File: config.mk
export PLATFORM = sky130hd
export DESIGN_NAME = fetch_predict_stage
export DESIGN_NICKNAME = d
export VERILOG_FILES = /design/src/rtl/fetch_predict_stage_pkg.sv /design/src/rtl/fetch_predict_stage_btb_table.sv /design/src/rtl/fetch_predict_stage.sv
export SDC_FILE = /design/constraint.sdc
export NUM_CORES = 1
export LEC_CHECK = 0
export ABC_AREA = 1
export CAP_MARGIN = 30
export CORE_AREA = 2 2 98 100
export CTS_CLUSTER_SIZE = 24
export DETAILED_ROUTE_END_ITERATION = 6
export DIE_AREA = 0 0 100 102
export PLACE_DENSITY_LB_ADDON = 0.15
export SKIP_CTS_REPAIR_TIMING = 1
export SLEW_MARGIN = 0
export SYNTH_ARGS = -nofsm -noshare
export SYNTH_HDL_FRONTEND = slang
export SYNTH_HIERARCHICAL = 1
export SYNTH_SLANG_ARGS = --single-unit
export TNS_END_PERCENT = 50
File: constraint.sdc
create_clock -name clk -period 1.7 [get_ports clk]
set_input_delay 0.34 -clock clk [delete_from_list [all_inputs] [get_ports clk]]
set_output_delay 0.34 -clock clk [all_outputs]
set_load 0.005 [all_outputs]
File: src/rtl/fetch_predict_stage_pkg.sv
// Shared definitions for the fetch/predict stage: address width and BTB counter encodings.
// Latency: n/a (definitions only).
// Backpressure: n/a.
package fetch_predict_stage_pkg;

  // Word-address width of the PC and of instruction memory.
  localparam int IM_ADDR_BIT = 10;

  // Width of the BTB 2-bit saturating direction counter.
  localparam int BTB_CTR_BIT = 2;

  typedef enum logic [BTB_CTR_BIT-1:0] {
    BTB_SNT = 2'b00,  // strongly not taken
    BTB_WNT = 2'b01,  // weakly not taken
    BTB_WT  = 2'b10,  // weakly taken
    BTB_ST  = 2'b11   // strongly taken
  } btb_ctr_e;

  // Saturating step of the direction counter towards the resolved outcome.
  function automatic btb_ctr_e btb_ctr_next(input btb_ctr_e ctr, input logic taken);
    btb_ctr_e res;
    res = ctr;
    if (taken) begin
      if (ctr != BTB_ST) res = btb_ctr_e'(ctr + 2'd1);
    end else begin
      if (ctr != BTB_SNT) res = btb_ctr_e'(ctr - 2'd1);
    end
    return res;
  endfunction

  // The counter MSB is the taken prediction.
  function automatic logic btb_ctr_taken(input btb_ctr_e ctr);
    return ctr[BTB_CTR_BIT-1];
  endfunction

endpackage

File: src/rtl/fetch_predict_stage_btb_table.sv
// Direct-mapped BTB: valid/tag/target/2-bit counter per entry, one lookup and one update port.
// Latency: lookup combinational from stored state; update visible from the next cycle.
// Backpressure: none; updates are always accepted.
module btb_table
  import fetch_predict_stage_pkg::*;
#(
  parameter int ADDR_W = IM_ADDR_BIT,
  parameter int IDX_W  = 4
) (
  input  logic              clk,
  input  logic              rst,
  input  logic [ADDR_W-1:0] lookup_pc_i,
  output logic              lookup_taken_o,
  output logic [ADDR_W-1:0] lookup_target_o,
  input  logic              update_en_i,
  input  logic [ADDR_W-1:0] update_pc_i,
  input  logic [ADDR_W-1:0] update_target_i,
  input  logic              update_taken_i
);

  localparam int ENTRIES = 1 << IDX_W;
  localparam int TAG_W   = ADDR_W - IDX_W;

  logic              valid_q  [ENTRIES];
  logic [TAG_W-1:0]  tag_q    [ENTRIES];
  logic [ADDR_W-1:0] target_q [ENTRIES];
  btb_ctr_e          ctr_q    [ENTRIES];

  logic [IDX_W-1:0] lu_idx;
  logic [TAG_W-1:0] lu_tag;
  logic [IDX_W-1:0] up_idx;
  logic [TAG_W-1:0] up_tag;
  logic             up_hit;
  btb_ctr_e         up_ctr_d;

  assign lu_idx = lookup_pc_i[IDX_W-1:0];
  assign lu_tag = lookup_pc_i[ADDR_W-1:IDX_W];
  assign up_idx = update_pc_i[IDX_W-1:0];
  assign up_tag = update_pc_i[ADDR_W-1:IDX_W];

  // Lookup reads registered contents only, so a same-cycle update is not visible yet.
  always_comb begin
    lookup_taken_o  = valid_q[lu_idx] && (tag_q[lu_idx] == lu_tag) && btb_ctr_taken(ctr_q[lu_idx]);
    lookup_target_o = target_q[lu_idx];
  end

  // Training decision for the indexed entry: strengthen/weaken on a hit, allocate weak-taken on a taken miss.
  always_comb begin
    up_hit   = valid_q[up_idx] && (tag_q[up_idx] == up_tag);
    up_ctr_d = up_hit ? btb_ctr_next(ctr_q[up_idx], update_taken_i) : BTB_WT;
  end

  // Entry storage; a not-taken miss leaves the entry untouched.
  always_ff @(posedge clk or posedge rst) begin
    if (rst) begin
      for (int i = 0; i < ENTRIES; i++) begin
        valid_q[i]  <= 1'b0;
        tag_q[i]    <= '0;
        target_q[i] <= '0;
        ctr_q[i]    <= BTB_SNT;
      end
    end else if (update_en_i && (up_hit || update_taken_i)) begin
      ctr_q[up_idx] <= up_ctr_d;
      if (update_taken_i) begin
        valid_q[up_idx]  <= 1'b1;
        tag_q[up_idx]    <= up_tag;
        target_q[up_idx] <= update_target_i;
      end
    end
  end

endmodule

File: src/rtl/fetch_predict_stage.sv
// Fetch stage: PC register, next-PC prediction (BTB when FETCH_BTB_EN is defined, else PC+1), IF/ID register.
// Latency: inst_addr is the PC combinationally; IF/ID outputs one edge after inst_in is sampled.
// Backpressure: en=0 stalls PC and IF/ID; redirect overrides the stall; clear/redirect insert a bubble.
module fetch_predict_stage
  import fetch_predict_stage_pkg::*;
#(
  parameter int                ADDR_W    = IM_ADDR_BIT,
  parameter int                BTB_IDX_W = 4,
  parameter logic [ADDR_W-1:0] RESET_PC  = '0
) (
  input  logic              clk,
  input  logic              rst,
  input  logic              en,
  input  logic              clear,
  input  logic              redirect_en,
  input  logic [ADDR_W-1:0] redirect_pc,
  input  logic              update_en,
  input  logic [ADDR_W-1:0] update_pc,
  input  logic [ADDR_W-1:0] update_target,
  input  logic              update_taken,
  output logic [ADDR_W-1:0] inst_addr,
  input  logic [31:0]       inst_in,
  output logic [31:0]       inst,
  output logic [ADDR_W-1:0] pc_4,
  output logic [ADDR_W-1:0] pc_guessed
);

  logic [ADDR_W-1:0] pc_q, pc_d;
  logic [ADDR_W-1:0] pc_plus1;
  logic [ADDR_W-1:0] guess;
  logic              btb_taken;
  logic [ADDR_W-1:0] btb_target;
  logic [31:0]       inst_q;
  logic [ADDR_W-1:0] pc4_q;
  logic [ADDR_W-1:0] guess_q;

  assign pc_plus1  = pc_q + 1'b1;
  assign inst_addr = pc_q;

`ifdef FETCH_BTB_EN
  btb_table #(
    .ADDR_W (ADDR_W),
    .IDX_W  (BTB_IDX_W)
  ) u_btb (
    .clk             (clk),
    .rst             (rst),
    .lookup_pc_i     (pc_q),
    .lookup_taken_o  (btb_taken),
    .lookup_target_o (btb_target),
    .update_en_i     (update_en),
    .update_pc_i     (update_pc),
    .update_target_i (update_target),
    .update_taken_i  (update_taken)
  );
`else
  // Without a BTB the training port is accepted but has no effect.
  logic unused_update;
  assign unused_update = ^{update_en, update_pc, update_target, update_taken};
  assign btb_taken     = 1'b0;
  assign btb_target    = '0;
`endif

  // Next-PC selection: redirect wins even during a stall, otherwise advance to the prediction.
  always_comb begin
    guess = btb_taken ? btb_target : pc_plus1;
    pc_d  = pc_q;
    if (redirect_en)  pc_d = redirect_pc;
    else if (en)      pc_d = guess;
  end

  // Program counter register.
  always_ff @(posedge clk or posedge rst) begin
    if (rst) pc_q <= RESET_PC;
    else     pc_q <= pc_d;
  end

  // IF/ID register: bubble on clear or redirect, capture on enable, otherwise hold.
  always_ff @(posedge clk or posedge rst) begin
    if (rst) begin
      inst_q  <= '0;
      pc4_q   <= '0;
      guess_q <= '0;
    end else if (clear || redirect_en) begin
      inst_q  <= '0;
      pc4_q   <= '0;
      guess_q <= '0;
    end else if (en) begin
      inst_q  <= inst_in;
      pc4_q   <= pc_plus1;
      guess_q <= guess;
    end
  end

  assign inst       = inst_q;
  assign pc_4       = pc4_q;
  assign pc_guessed = guess_q;

endmodule

Yosys cells after proc, flatten, opt, wreduce, memory -nomap -nowiden. Cells that the tools add are included.

Register bits: 52. Input bits: 69. Output and inout port bits: 62. Word-level logic and storage cells: 12.

$add $sub $neg: 1. Mux-type cells: 5. Reductions and logical operators: 3.

Operators by type and width (number): $mux W32 (2); $mux W10 (3); $add A10 B1 Y10 const B (1); $reduce_bool A2 Y1 (2); $logic_or A1 B1 Y1 (1).

Longest topological paths before layout. Gate-level depths: netlist of the first run.

Word-level depth: 3. Gate-level depth with buffers: 8. Mapped depth without buffers: 8.

Worst setup path after synthesis of the first run. Ideal clock, no wire load.

Path type: flip-flop to flip-flop. From: reg pc_q[0], in the netlist inst_addr[0]. To: reg pc_q[8], in the netlist inst_addr[8]. Library setup time: 124 ps. Arrival time: 1046 ps. Data required time: 1576 ps. Path slack: 531 ps. Cell stages (with the launch flop): 9. Buffers on the path: 0. Period minus slack after synthesis: 1169 ps. Cell sequence: dfrtp_1 ha_1 nand2_1 nor2_1 nand2_1 nand2_1 nand2_1 nand2_1 nand3_1.

Word-level cells in the longest chain between the ends: 3.

RTL lines: start, declared (RTL line fetch_predict_stage.sv:28) `logic [ADDR_W-1:0] pc_q, pc_d;`; start signal, assigned (RTL line fetch_predict_stage.sv:74) `else pc_q <= pc_d;`; $add A10 B1 Y10 (RTL line fetch_predict_stage.sv:37) `assign pc_plus1 = pc_q + 1'b1;`; $mux W10 (RTL line fetch_predict_stage.sv:68) `else if (en) pc_d = guess;`; $mux W10 (RTL line fetch_predict_stage.sv:67) `if (redirect_en) pc_d = redirect_pc;`.

No other way between the ends. The select of a mux whose other input is x is not followed. A chain may end at the register's enable or synchronous reset.

Worst setup path in the final report of the first run.
From: reg pc_q[5], in the netlist inst_addr[5]. To: out inst_addr[5].

RTL lines: end, declared (RTL line fetch_predict_stage.sv:21) `output logic [ADDR_W-1:0] inst_addr,`.

No word-level cell between the ends.

==> results.py, run 1 <==
metrics = {
    "outcome": {
        "status": "finished clean",
    },
    "clocking": {
        "cts.reportedPaths.clkPinSlew_ns": 0.10,
        "cts_sinks": 52,
        "cts_tree": "done",
        "cts_buffer_depth": 2,
        "htreeDepth": 2,
        "numCtsBuffers": 5,
        "root_buffer": "clkbuf_8",
        "clk_latency_ns": 0.30,
    },
    "flow_run": {
        "maxCapViolations": 0,
    },
    "timing": {
        "relSlewSlack_pct": 73.35,
        "hold_viol": 0,
        "finalSetupViolations": 0,
        "fin_crit_sh_pct": 95.92,
        "grt_setup_unrepaired": "false",
        "fin_crit_ns": 1.631,
        "fin_ws_ns": 0.06941,
        "worst_pin_slew_ns": 0.3998,
        "skew_ns": 0.004402,
        "fmax_mhz": 613.3,
        "drv_slew": 0,
    },
    "pwr": {
        "powerDensity_nw_per_um2": 766.7,
        "vdd_ir_drop_max_mv": 0.4492,
        "leakagePower_nw": 1.580,
    },
    "route": {
        "ant_nets": 0,
        "wl_microns": 6259,
        "drc": 0,
        "dr.pass1.iters": 4,
        "via_per_inst": 4.421,
        "vias": 1923,
        "wire_per_inst_microns": 14.39,
        "drt-initial-drc-count": 85,
    },
    "final_layout": {
        "antennaDiodeCount": 0,
        "area_growth_pct": 59.98,
        "fin_util_pct": 39.09,
        "finalNetCount": 393,
        "final_layout_size_suffix_gt1_share_pct": 10.19,
    },
    "global_route": {
        "groute.usage.overall_pct": 12.52,
        "grt.overflow.total": 0,
        "antenna_found_initial": 0,
        "grt_pass1_vias": 1978,
        "grt_pass1_wl_microns": 9963,
        "grt_max_degree": 31,
    },
    "synthesis": {
        "synth_ff_type": "dfrtp_1",
        "yosysMostFrequentCell": "dfrtp_1",
        "yosysTopAreaCellShare_pct": 58.46,
        "yosysWarnings": 6,
        "yosysTopAreaCell": "dfrtp_1",
        "synth_edf_count": 0,
        "syn-cell-area_sq_um": 2226,
        "synthTopCellsByCount": "dfrtp_1, nand2_1, a22o_1, nand3_1, buf_4",
        "synth_seq_area_share_pct": 58.46,
        "syn_area_per_cell_sq_um": 10.45,
        "syn_inst": 213,
        "postSynth.asyncResetShare_pct": 100.0,
        "synth.top_cells.by_area": "dfrtp_1, a22o_1, nand2_1",
        "yosys_register_bits": 52,
        "synthDistinctLibCells": 23,
        "synth_fp_nets": 283,
    },
    "critical_path": {
        "cp_max_fo": 6,
        "cp.required_ns": 1.36,
        "cp-end-kind": "output pin",
        "critPathTopFamily": "buffers and inverters",
        "path_cells": "clkdlybuf4s50_1",
        "cp.buffers_inverters": 1,
        "start_kind": "register",
        "crit_path_top_delay_cell": "clkdlybuf4s50_1",
        "cp.arrival_ns": 1.29,
        "crit_type": "register to output pin",
        "slowest_delay_ns": 0.54,
    },
    "place": {
        "io_buffers": 108,
        "hpwlAfterDp_microns": 4571,
        "place_ws_ns": -0.03954,
        "routabilityCongestion": 0.8145,
    },
    "floorplanning": {
        "die_w_microns": 100,
        "num_io_pins": 131,
        "rows": 35,
        "fp.dieH_microns": 102,
        "initial_utilization_pct": 24.44,
        "design.die.area_sq_um": 10200,
        "core_area_sq_um": 9109,
    },
    "worst_hold_path": {
        "min_path_type": "input port to async pin",
    },
}
## logic make-up (layout without fill, tap and decap cells)
logic type / Yosys count / count (layout) / synth area share (%)
AND/OR/NAND/NOR: 83 / 83 / 16.02
flip-flops: 52 / 52 / 58.46
AO/OA/AOI/OAI: 46 / 46 / 16.53
buffers and inverters: 30 / 141 / 8.038
adder cells (fa/ha/maj): 1 / 1 / 0.5620
XOR/XNOR: 1 / 1 / 0.3936
## cell usage in the layout, fill, tap and decap left out, drive strengths merged, types with 4 or more instances in the layout
cell type / n
inv: 11
dfrtp: 52
clkbuf: 6
a22o: 32
a22oi: 4
clkdlybuf4s50: 108
nand2: 52
nor2: 10
nand3: 18
o21ai: 5
buf: 14
## final timing paths
check	end	slack [ns]	depth (start not counted)	start
max reg2reg	inst_addr[8]	0.36	8	inst_addr[1]
min in group clk	inst[8]	0.51	1	inst[8]
max in group asynchronous	inst_addr[0]	0.96	3	rst
min	inst[6]	0.40	3	rst
max	inst_addr[5]	0.07	1	inst_addr[5]
min reg2reg	inst[8]	0.51	1	inst[8]
## power by group
part           internal, W  switching, W
registers          0.00131     0.0000664
clock network     0.000438      0.000412
logic             0.000316      0.000192
## through the flow
step	cells	cell area, sq um	hold WS, ns	power [W]	setup TNS (ns)
final	435	3561	0.3985	0.002730	0
after global routing	435	3561	0.4342	0.002888	0
after CTS	435	3558	0.4006	0.002792	0
after detailed placement	427	3451	0.4962	0.001913	-0.2142
after global placement	427	3451	0.4874	0.001910	-0.02266
after floorplan	213	2226	0.4031	0.001572	0
## cell type report
cell class / instances / area [sq um]
clock buffers: 6 / 72.57
repair buffers: 122 / 1224
multi-input cells: 131 / 745.7
well taps: 111 / 138.9
fillers: 934 / 5548
flip-flops and latches: 52 / 1304
inverters: 11 / 41.29
clock inverters: 2 / 35.03
## state kept, by name, summed over array words and instances (netlist names)
name	count
inst	32
inst_addr	10
pc_4	10
## layer usage
metal	vias to the layer above	track usage, %	routed length (microns)
met5	-	0	0
met4	0	4.742	107
met3	10	2.189	271
met2	63	21.00	2988
met1	906	16.27	2891
li1	944	-	-
(Power assumes the default switching activity.)
==> inputs of run 2 (changes only) <==
- REMOVE_ABC_BUFFERS: unset -> 1
==> run 2 against run 1 <==
Against the previous run:
- critical path depth did not move
- sequential share of layout area fell by 0.67 points
- register-to-register slack improved by 0.04 ns
- first-iteration DRC count fell by 58%
- routed wire length rose by 1.5%
- power rose by 2.4%
- combinational power rose by 3.9%
- critical path type unchanged
- critical endpoint unchanged
==> results.py, run 2 (synthesis gave the netlist of run 1 again) <==
metrics = {
    "floorplanning": {
        "rows": 35,
        "die_w_microns": 100,
        "initial_utilization_pct": 24.44,
        "core_area_sq_um": 9109,
        "design.die.area_sq_um": 10200,
        "fp.dieH_microns": 102,
        "num_io_pins": 131,
    },
    "critical_path": {
        "cp.required_ns": 1.36,
        "critPathTopFamily": "buffers and inverters",
        "path_cells": "clkdlybuf4s50_1",
        "cp-end-kind": "output pin",
        "cp_max_fo": 6,
        "cp.arrival_ns": 1.27,
        "r2r_cells": 8,
        "slowest_delay_ns": 0.53,
        "cp.buffers_inverters": 1,
        "r2r_start": "inst_addr[0]",
        "crit_type": "register to output pin",
        "r2r_slack_ns": 0.40,
        "cp.depth": 1,
        "crit_path_top_delay_cell": "clkdlybuf4s50_1",
        "start_kind": "register",
        "reg2reg_to": "pc_4[8]",
    },
    "timing": {
        "relSlewSlack_pct": 74.69,
        "fin_ws_ns": 0.08850,
        "skew_ns": 0.006376,
        "worst_pin_slew_ns": 0.3791,
        "fin_crit_ns": 1.611,
        "hold_viol": 0,
        "fin_crit_sh_pct": 94.79,
        "fmax_mhz": 620.5,
        "finalSetupViolations": 0,
        "holdWs_ns": 0.3246,
        "drv_slew": 0,
        "grt_setup_unrepaired": "false",
    },
    "route": {
        "via_per_inst": 4.481,
        "dr.pass1.iters": 4,
        "ant_nets": 0,
        "wire_per_inst_microns": 14.41,
        "vias": 1976,
        "drt-initial-drc-count": 36,
        "wl_microns": 6356,
        "drc": 0,
    },
    "final_layout": {
        "layout.cells.most_common": "clkdlybuf4s50_1",
        "final_layout_size_suffix_gt1_share_pct": 13.64,
        "finalNetCount": 399,
        "regArea_sq_um": 1310,
        "multi_input_comb_area_sq_um": 745.7,
        "post_layout_nonfiller_instances": 441,
        "antennaDiodeCount": 0,
        "largest_register_ffs": 32,
        "area_growth_pct": 63.74,
        "num-fill-cells": 931,
        "most-common-layout-cells": "clkdlybuf4s50_1, nand2_1, dfrtp_1",
    },
    "global_route": {
        "grt.overflow.total": 0,
        "grt_pass1_wl_microns": 10450,
        "groute.usage.overall_pct": 12.93,
        "grt_pass1_vias": 2032,
        "antenna_found_initial": 0,
        "grtUsageMet3_pct": 3.420,
        "gr-usage-met2_pct": 20.74,
        "grt_util_met1_pct": 17.66,
        "busiest_layer": "met2",
        "grt_max_degree": 23,
    },
    "clocking": {
        "cts_tree": "done",
        "cts_sinks": 52,
        "numCtsBuffers": 5,
        "cts.reportedPaths.clkPinSlew_ns": 0.10,
        "htreeDepth": 2,
        "cts_buffer_depth": 2,
        "root_buffer": "clkbuf_8",
        "clk_latency_ns": 0.31,
    },
    "pwr": {
        "powerDensity_nw_per_um2": 766.8,
        "power_w": 0.002795,
        "leakagePower_nw": 1.614,
        "vdd_ir_drop_max_mv": 0.3489,
    },
    "flow_run": {
        "maxCapViolations": 0,
    },
    "place": {
        "place_inst": 433,
        "io_buffers": 108,
        "routabilityCongestion": 0.7475,
        "place_ws_ns": -0.03949,
        "hpwlAfterDp_microns": 4682,
    },
    "worst_hold_path": {
        "min_path_type": "input port to async pin",
    },
    "outcome": {
        "status": "finished clean",
    },
}
run 2: worst register-to-register path: cells and delay by family (launching register included):
family,cells,cell delay [ns]
flip-flops,1,0.45
AND/OR/NAND/NOR,7,0.56
adder cells (fa/ha/maj),1,0.20
run 2: stage by stage:
stage	utilization [%]	cell area (sq um)	setup TNS [ns]
6_report	40.01	3645	0
5_1_grt	40.01	3645	0
4_1_cts	39.92	3636	0
3_5_place_dp	38.65	3521	-0.3307
3_3_place_gp	38.65	3521	-0.1932
2_1_floorplan	-	2088	0
run 2: report_power, final:
group	switching, W	internal, W
Clock	0.000447	0.000444
Combinational	0.000196	0.000331
Sequential	0.0000686	0.00131
Total	0.000711	0.00208
run 2: layer usage:
metal | up-vias | share of wire [%]
met4 | 0 | 0.57
li1 | 953 | -
met1 | 936 | 49
met2 | 83 | 43
met5 | - | 0
met3 | 4 | 6.8
run 2: cell type report:
class                           instances  area share [%]
Clock buffer                            5           1.888
Clock inverter                          3           1.270
Inverter                               11           1.133
Multi-Input combinational cell        131           20.46
Sequential cell                        52           35.94
Tap cell                              111           3.810
Timing Repair Buffer                  128           35.50
run 2: worst max path at each step:
stage	start	to	slack, ns
global route	inst_addr[3]	inst_addr[3]	0.01
global placement	redirect_en	inst_addr[7]	-0.03
floorplan	rst	inst[0]	0.10
finish	inst_addr[5]	inst_addr[5]	0.09
CTS	inst_addr[0]	inst_addr[0]	0.002
detailed placement	redirect_en	inst_addr[7]	-0.04
